[config.mk]
export PLATFORM = sky130hd
export DESIGN_NAME = somatorio_acc_stream_flat
export DESIGN_NICKNAME = d
export VERILOG_FILES = /design/src/rtl/somatorio_acc_stream_if.sv /design/src/rtl/somatorio_acc_stream.sv /design/src/flat_wrapper.sv
export SDC_FILE = /design/constraint.sdc
export NUM_CORES = 1
export LEC_CHECK = 0
export BUFFER_PORTS_ARGS = -buffer_cell sky130_fd_sc_hd__clkbuf_2
export CAP_MARGIN = 20
export CORE_UTILIZATION = 25
export CTS_CLUSTER_DIAMETER = 120
export CTS_CLUSTER_SIZE = 25
export DETAILED_ROUTE_END_ITERATION = 7
export GPL_ROUTABILITY_DRIVEN = 0
export HOLD_SLACK_MARGIN = 0.05
export SYNTH_ARGS = -nofsm -noshare
export SYNTH_HDL_FRONTEND = slang
export SYNTH_SLANG_ARGS = --single-unit
[constraint.sdc]
create_clock -name clk -period 4 [get_ports clk]
set_input_delay 0.8 -clock clk [delete_from_list [all_inputs] [get_ports clk]]
set_output_delay 0.8 -clock clk [all_outputs]
set_load 0.01 [all_outputs]
[src/rtl/somatorio_acc_stream_if.sv]
// Handshake bundle for somatorio_acc_stream: sample input stream and result output stream.
// The slave modport is the accumulator's view; master is the producer/consumer side.
interface somatorio_acc_stream_if #(
  parameter int WIDTH = 8
);
  logic             in_valid;
  logic             in_ready;
  logic [WIDTH-1:0] in_data;
  logic             out_valid;
  logic             out_ready;
  logic [WIDTH-1:0] soma;
  logic             ov;

  modport slave (
    input  in_valid, in_data, out_ready,
    output in_ready, out_valid, soma, ov
  );

  modport master (
    output in_valid, in_data, out_ready,
    input  in_ready, out_valid, soma, ov
  );
endinterface

[src/rtl/somatorio_acc_stream.sv]
// Streaming accumulator: sums a programmable number of unsigned samples and reports sum + overflow.
// Build option: define SOMATORIO_SAT_EN to saturate soma on overflow instead of wrapping.
module somatorio_acc_stream #(
  parameter int WIDTH = 8,
  parameter int CNT_W = 8
) (
  input  logic             clk,
  input  logic             reset_n,
  input  logic             start,
  input  logic [CNT_W-1:0] len,
  output logic             busy,
  somatorio_acc_stream_if.slave bus
);

  // Wide enough that (2**CNT_W-1) full-scale samples never wrap.
  localparam int ACC_W = WIDTH + CNT_W;

  typedef enum logic [1:0] {
    S_IDLE,
    S_ACCUM,
    S_DONE
  } state_e;

  state_e             state_q, state_d;
  logic [ACC_W-1:0]   acc_q, acc_d;
  logic [CNT_W-1:0]   rem_q, rem_d;
  logic               beat;
  logic               ov_w;

  // NOTE: sequential state uses non-blocking assignments so every register samples pre-edge values.
  always_ff @(posedge clk or negedge reset_n) begin
    if (!reset_n) begin
      state_q <= S_IDLE;
      acc_q   <= '0;
      rem_q   <= '0;
    end else begin
      state_q <= state_d;
      acc_q   <= acc_d;
      rem_q   <= rem_d;
    end
  end

  assign beat = bus.in_valid & bus.in_ready;

  // NOTE: every always_comb output is defaulted first so no path can infer a latch.
  always_comb begin
    state_d = state_q;
    acc_d   = acc_q;
    rem_d   = rem_q;
    unique case (state_q)
      S_IDLE: begin
        if (start) begin
          acc_d   = '0;
          rem_d   = len;
          state_d = (len == '0) ? S_DONE : S_ACCUM;
        end
      end
      S_ACCUM: begin
        if (beat) begin
          acc_d = acc_q + ACC_W'(bus.in_data);
          rem_d = rem_q - CNT_W'(1);
          if (rem_q == CNT_W'(1)) state_d = S_DONE;
        end
      end
      S_DONE: begin
        if (bus.out_ready) state_d = S_IDLE;
      end
      default: state_d = S_IDLE;
    endcase
  end

  assign bus.in_ready  = (state_q == S_ACCUM);
  assign bus.out_valid = (state_q == S_DONE);
  assign busy          = (state_q != S_IDLE);

  // Result is decoded from acc_q, so it holds in DONE/IDLE and clears when a run starts.
  assign ov_w   = |acc_q[ACC_W-1:WIDTH];
  assign bus.ov = ov_w;
`ifdef SOMATORIO_SAT_EN
  assign bus.soma = ov_w ? {WIDTH{1'b1}} : acc_q[WIDTH-1:0];
`else
  assign bus.soma = acc_q[WIDTH-1:0];
`endif

endmodule

[src/flat_wrapper.sv]
// flat-port wrapper written by rule: the top's interface ports become plain ports
module somatorio_acc_stream_flat 
#(
  parameter int WIDTH = 8,
  parameter int CNT_W = 8
)
  (clk, reset_n, start, len, busy, bus_in_valid, bus_in_data, bus_out_ready, bus_in_ready, bus_out_valid, bus_soma, bus_ov);
  somatorio_acc_stream_if #(.WIDTH(WIDTH)) bus_i ();
  input  logic clk;
  input  logic reset_n;
  input  logic start;
  input  logic [CNT_W-1:0] len;
  output logic busy;
  input wire logic [$bits(bus_i.in_valid)-1:0] bus_in_valid;
  input wire logic [$bits(bus_i.in_data)-1:0] bus_in_data;
  input wire logic [$bits(bus_i.out_ready)-1:0] bus_out_ready;
  output wire logic [$bits(bus_i.in_ready)-1:0] bus_in_ready;
  output wire logic [$bits(bus_i.out_valid)-1:0] bus_out_valid;
  output wire logic [$bits(bus_i.soma)-1:0] bus_soma;
  output wire logic [$bits(bus_i.ov)-1:0] bus_ov;
  assign bus_i.in_valid = bus_in_valid;
  assign bus_i.in_data = bus_in_data;
  assign bus_i.out_ready = bus_out_ready;
  assign bus_in_ready = bus_i.in_ready;
  assign bus_out_valid = bus_i.out_valid;
  assign bus_soma = bus_i.soma;
  assign bus_ov = bus_i.ov;
  somatorio_acc_stream #(.WIDTH(WIDTH), .CNT_W(CNT_W)) u_core (.clk(clk), .reset_n(reset_n), .start(start), .len(len), .busy(busy), .bus(bus_i));
endmodule
==> After elaboration in Yosys (flattened, before gate mapping) <==
Index checks and enable logic that the tools add are counted.
Widths: inputs -> output; s select.
{ "classes": {"bitwise": 1, "add_sub_neg": 2, "mux": 12, "reduce_logical": 7, "n_eq_ne": 7} }
{ "ops": {"columns": ["cell", "n"], "rows": [
  ["$mux 16", 2],
  ["$pmux 16 s2", 1],
  ["$add 16x8->16", 1],
  ["$mux 8", 2],
  ["$pmux 8 s2", 1],
  ["$mux 2", 5],
  ["$eq 8x1->1 const B", 1],
  ["$logic_not 8->1", 1],
  ["$ne 2x2->1 const B", 4],
  ["$reduce_or 8->1", 1],
  ["$sub 8x1->8 const B", 1],
  ["$pmux 2 s3", 1],
  ["$reduce_and 4->1", 1],
  ["$reduce_bool 2->1", 2],
  ["$reduce_and 3->1", 1],
  ["$eq 2x1->1 const B", 1],
  ["$eq 2x2->1 const B", 1],
  ["$logic_not 2->1", 1],
  ["$and 1x1->1", 1]
]} }
{ "word_totals": {"elab_cells": 32, "reg_bits": 26, "input_bits": 21} }

==> Longest topological paths before layout <==
{ "logic_depth": {"word_depth": 4, "ltp_mapped": 8} }

==> Least setup slack after synthesis <==
Ideal clock, no wire load.
{ "synth_path": {"path_kind": "input -> register", "startpoint": "in bus_in_data[0]", "endpoint": "reg u_core.acc_q[12]", "t_required_ns": 3.923, "t_arrival_ns": 2.508, "path_buffers": 0, "path_stages": 8, "slack_ns": 1.415, "path_cell_list": "ha_1 inv_1 fa_1 nor2b_1 o31a_1 o32ai_1 or4_1 a21oi_1"} }
{ "synth_between": {"elab_chain_cells": 3} }
{ "synth_lines": {"columns": ["element", "line_no", "source"], "rows": [
  ["start: declaration", "flat_wrapper.sv:15", "input wire logic [$bits(bus_i.in_data)-1:0] bus_in_data;"],
  ["$add 16x8->16", "somatorio_acc_stream.sv:60", "acc_d = acc_q + ACC_W'(bus.in_data);"],
  ["$mux 16", "somatorio_acc_stream.sv:59", "if (beat) begin"],
  ["$pmux 16 s2", "somatorio_acc_stream.sv:50", "unique case (state_q)"],
  ["end signal: assignment", "somatorio_acc_stream.sv:34", "acc_q <= '0;"],
  ["end signal: assignment", "somatorio_acc_stream.sv:38", "acc_q <= acc_d;"],
  ["end: declaration", "somatorio_acc_stream.sv:25", "logic [ACC_W-1:0] acc_q, acc_d;"]
]} }
No other way between the ends. The select of a mux whose other input is x is not followed.
A chain may end at the register's enable or synchronous reset.

==> Final worst setup path <==
{ "layout_path": {"startpoint": "in bus_in_data[0]", "endpoint": "reg u_core.acc_q[14]"} }
Same word-level chain as after synthesis.

==> impl_metrics.py <==
metrics = {
    "detailed_routing": {
        "dr_total_vias": 1565,
        "vias_per_cell": 4.91,
        "postRouteWirelength_mm": 4.12,
        "drc": 0,
        "postRouteAntennaNets": 0,
        "drtIter0Drc": 66,
        "dr.pass1.iters": 4,
        "wl_per_cell_um": 12.9,
    },
    "cts": {
        "cts_resized": 0,
        "cts_sinks": 26,
        "hold_buffers": 0,
        "cts.path.max_buffers": 2,
        "cts_post_setup_buffers_inserted": 0,
        "numCtsBuffers": 3,
        "cts_tree": "built",
        "insertion_delay_ns": 0.28,
        "cts-root-buf": "clkbuf_8",
        "clkSlewWorstSetupHoldPaths_ns": 0.09,
        "cts.htree.levels": 1,
    },
    "synthesis": {
        "yosysMostFrequentCell": "dfrtp_1",
        "yosysSeqAreaShare_pct": 36.5,
        "synth_fp_nets": 233,
        "syn_area_per_cell_um2": 8.87,
        "syn-instance-count": 201,
        "synth_area_um2": 1780,
        "async_reset_ff_share_pct": 100,
        "synth_area_leaders": "dfrtp_1 36%, ha_1 7.0%, o21ai_0 6.2%, a21oi_1 4.5%, nand2_1 3.6%",
        "synth_top_flop_cell": "dfrtp_1",
        "synth_seq_cells": 26,
        "yosysTopAreaCell": "dfrtp_1",
        "yosysWarnings": 0,
        "yosys.area.top_type_share_pct": 36.5,
        "ys_types": 49,
        "synth-edff-count": 0,
        "synthTopCellsByCount": "26 x dfrtp_1, 22 x o21ai_0, 17 x nand2_1, 16 x a21oi_1, 14 x nor2_1",
    },
    "final_layout": {
        "drive_above_1_share_pct": 19.3,
        "fin_nets": 257,
        "diodes": 0,
        "fillers": 753,
        "syn2layout_area_growth_pct": 13.0,
    },
    "setup_path": {
        "critPathSlowestCell": "or4_1",
        "ff2ff_path_depth": 8,
        "cp-start-kind": "primary input",
        "cp_top_family": "simple AND/OR/NAND/NOR gates",
        "cp_max_fo": 8,
        "cp.arrival_ns": 2.78,
        "crit_path_end_kind": "flip-flop",
        "critPathKind": "primary input to flip-flop",
        "rrSetupSlack_ns": 1.60,
        "required_ns": 4.21,
        "crit_buf_inv": 2,
        "r2r-end": "u_core.acc_q[14]",
        "path_cells": "clkbuf_2 > ha_1 > inv_1 > fa_1 > nor2b_1 > o31a_1 > o32ai_1 > or4_1 > a21oi_1",
        "worstReg2RegStart": "u_core.acc_q[0]",
        "crit_start": "bus_in_data[0]",
        "cpPeakStageDelay_ns": 0.55,
    },
    "floorplan": {
        "start_util_pct": 26.1,
        "core_area_um2": 6830,
        "num_rows": 30,
        "io_pins": 33,
        "die_w_um": 86.5,
        "die_y_um": 86.5,
        "dieArea_um2": 7470,
    },
    "placement": {
        "portBuffers": 32,
        "hpwl_mm": 3.09,
    },
    "run": {
        "max_cap_violations": 0,
    },
    "timing": {
        "fin_crit_sh_pct": 64.4,
        "finalHoldViolCount": 0,
        "finClkSkew_ns": 0.00452,
        "finalSetupTns_ns": 0,
        "setup_viol": 0,
        "rsz0062_at_grt": "false",
        "layout_min_cycle_time_ns": 2.58,
        "slew_headroom_pct": 45.1,
        "tightest_slew_ns": 0.821,
        "report.final.slew_viol_count": 0,
        "clock.fmax_mhz": 388,
        "hold_slack_ns": 0.499,
    },
    "grt": {
        "grt-ovfl-total": 0,
        "grt_pass1_wl_mm": 7.09,
        "grt_util_all_layers_pct": 12.0,
        "grt_pass1_vias": 1545,
        "grt_max_degree": 27,
        "antenna_found_initial": 0,
    },
    "pwr": {
        "power.density_nw_per_um2": 694,
        "p_leak_nw": 0.892,
        "ir_drop_v": 0.000269,
    },
    "hold_path": {
        "hold_depth": 2,
        "worstHoldEndpoint": "u_core.rem_q[7]",
        "hold_class": "flip-flop to flip-flop",
        "worstHoldStart": "u_core.rem_q[7]",
    },
    "outcome": {
        "status": "finished, final reports clean",
    },
}
[per-layer routing]
layer | share of wire (%) | track usage (%) | up-vias
met5 | 0 | 0 | -
met4 | 1.2 | 3.79 | 0
met3 | 4.9 | 3.05 | 7
met2 | 46 | 19.4 | 38
met1 | 48 | 15.7 | 737
li1 | - | - | 783
[placed cells by master, fill, tap and decap left out, types with 2 or more instances in the layout]
master | Yosys | final
a211oi_1 | 3 | 3
a21o_1 | 2 | 2
a21oi_1 | 16 | 16
a22o_1 | 2 | 2
a22oi_1 | 2 | 2
a31oi_1 | 2 | 2
and3_1 | 3 | 3
clkbuf_2 | 0 | 32
clkbuf_8 | 0 | 3
dfrtp_1 | 26 | 26
ha_1 | 10 | 10
inv_1 | 8 | 8
nand2_1 | 17 | 17
nand2b_1 | 2 | 2
nand3_1 | 2 | 2
nand3b_1 | 2 | 2
nor2_1 | 14 | 14
nor2b_1 | 2 | 2
nor3_1 | 4 | 4
nor3b_1 | 2 | 2
nor4_1 | 5 | 5
o2111ai_1 | 2 | 2
o211ai_1 | 2 | 2
o21a_1 | 2 | 2
o21ai_0 | 22 | 22
o31ai_1 | 4 | 4
or3_1 | 3 | 3
or4_1 | 4 | 4
xor2_1 | 5 | 5
[worst register-to-register path, stage by stage (launching register included)]
cell and delay [ns]:
dfrtp_1 0.39, ha_1 0.20, inv_1 0.06, fa_1 0.37
nor2b_1 0.20, o31a_1 0.20, o32ai_1 0.21, or4_1 0.55
a21oi_1 0.15
[sequential cells by signal, summed over array words and instances, names as in the netlist]
name,count
u_core.rem_q,8
u_core.acc_q,16
u_core.state_q,2
[cells by family after synthesis]
family	count (synthesis)	synth area share, %
adder cells (fa/ha/maj)	11	8.14
AND/OR/NAND/NOR	68	21.3
AO/OA/AOI/OAI	68	24.0
XOR/XNOR	6	2.95
flip-flops	26	36.5
buffers and inverters	22	7.16
[worst max-delay path by stage]
| stage | to | depth (start not counted) |
|---|---|---|
| after CTS | u_core.acc_q[14] | 9 |
| after floorplan | u_core.acc_q[12] | 8 |
| after global placement | u_core.acc_q[14] | 9 |
| after global routing | u_core.acc_q[14] | 9 |
| after detailed placement | u_core.acc_q[14] | 9 |
| final | u_core.acc_q[14] | 9 |
[metrics by stage]
stage	utilization (%)	area, µm²	total power, mW	std cells	setup WS (ns)
after global routing	29.5	2010	1.55	319	1.20
after detailed placement	28.9	1970	1.25	316	1.13
after global placement	28.9	1970	1.25	316	1.21
after floorplan	-	1780	1.10	201	1.41
after CTS	29.5	2010	1.41	319	1.44
final	29.5	2010	1.40	319	1.42
[where the power goes]
| part | leakage (nW) | switching [mW] | internal, mW |
|---|---|---|---|
| logic | 0.541 | 0.459 | 0.320 |
| registers | 0.330 | 0.101 | 0.363 |
| clock network | 0.0216 | 0.0874 | 0.0677 |
| total | 0.892 | 0.647 | 0.751 |
[layout make-up]
| class | count | area, µm² | share of cell area (%) |
|---|---|---|---|
| inverter | 8 | 30.0 | 1.49 |
| timing repair buffer | 33 | 168 | 8.32 |
| sequential | 26 | 651 | 32.3 |
| multi-input combinational | 153 | 1000 | 49.9 |
| tap | 96 | 120 | 5.96 |
| clock buffer | 3 | 41.3 | 2.05 |
Note: power is estimated with default switching activity, not from simulation.
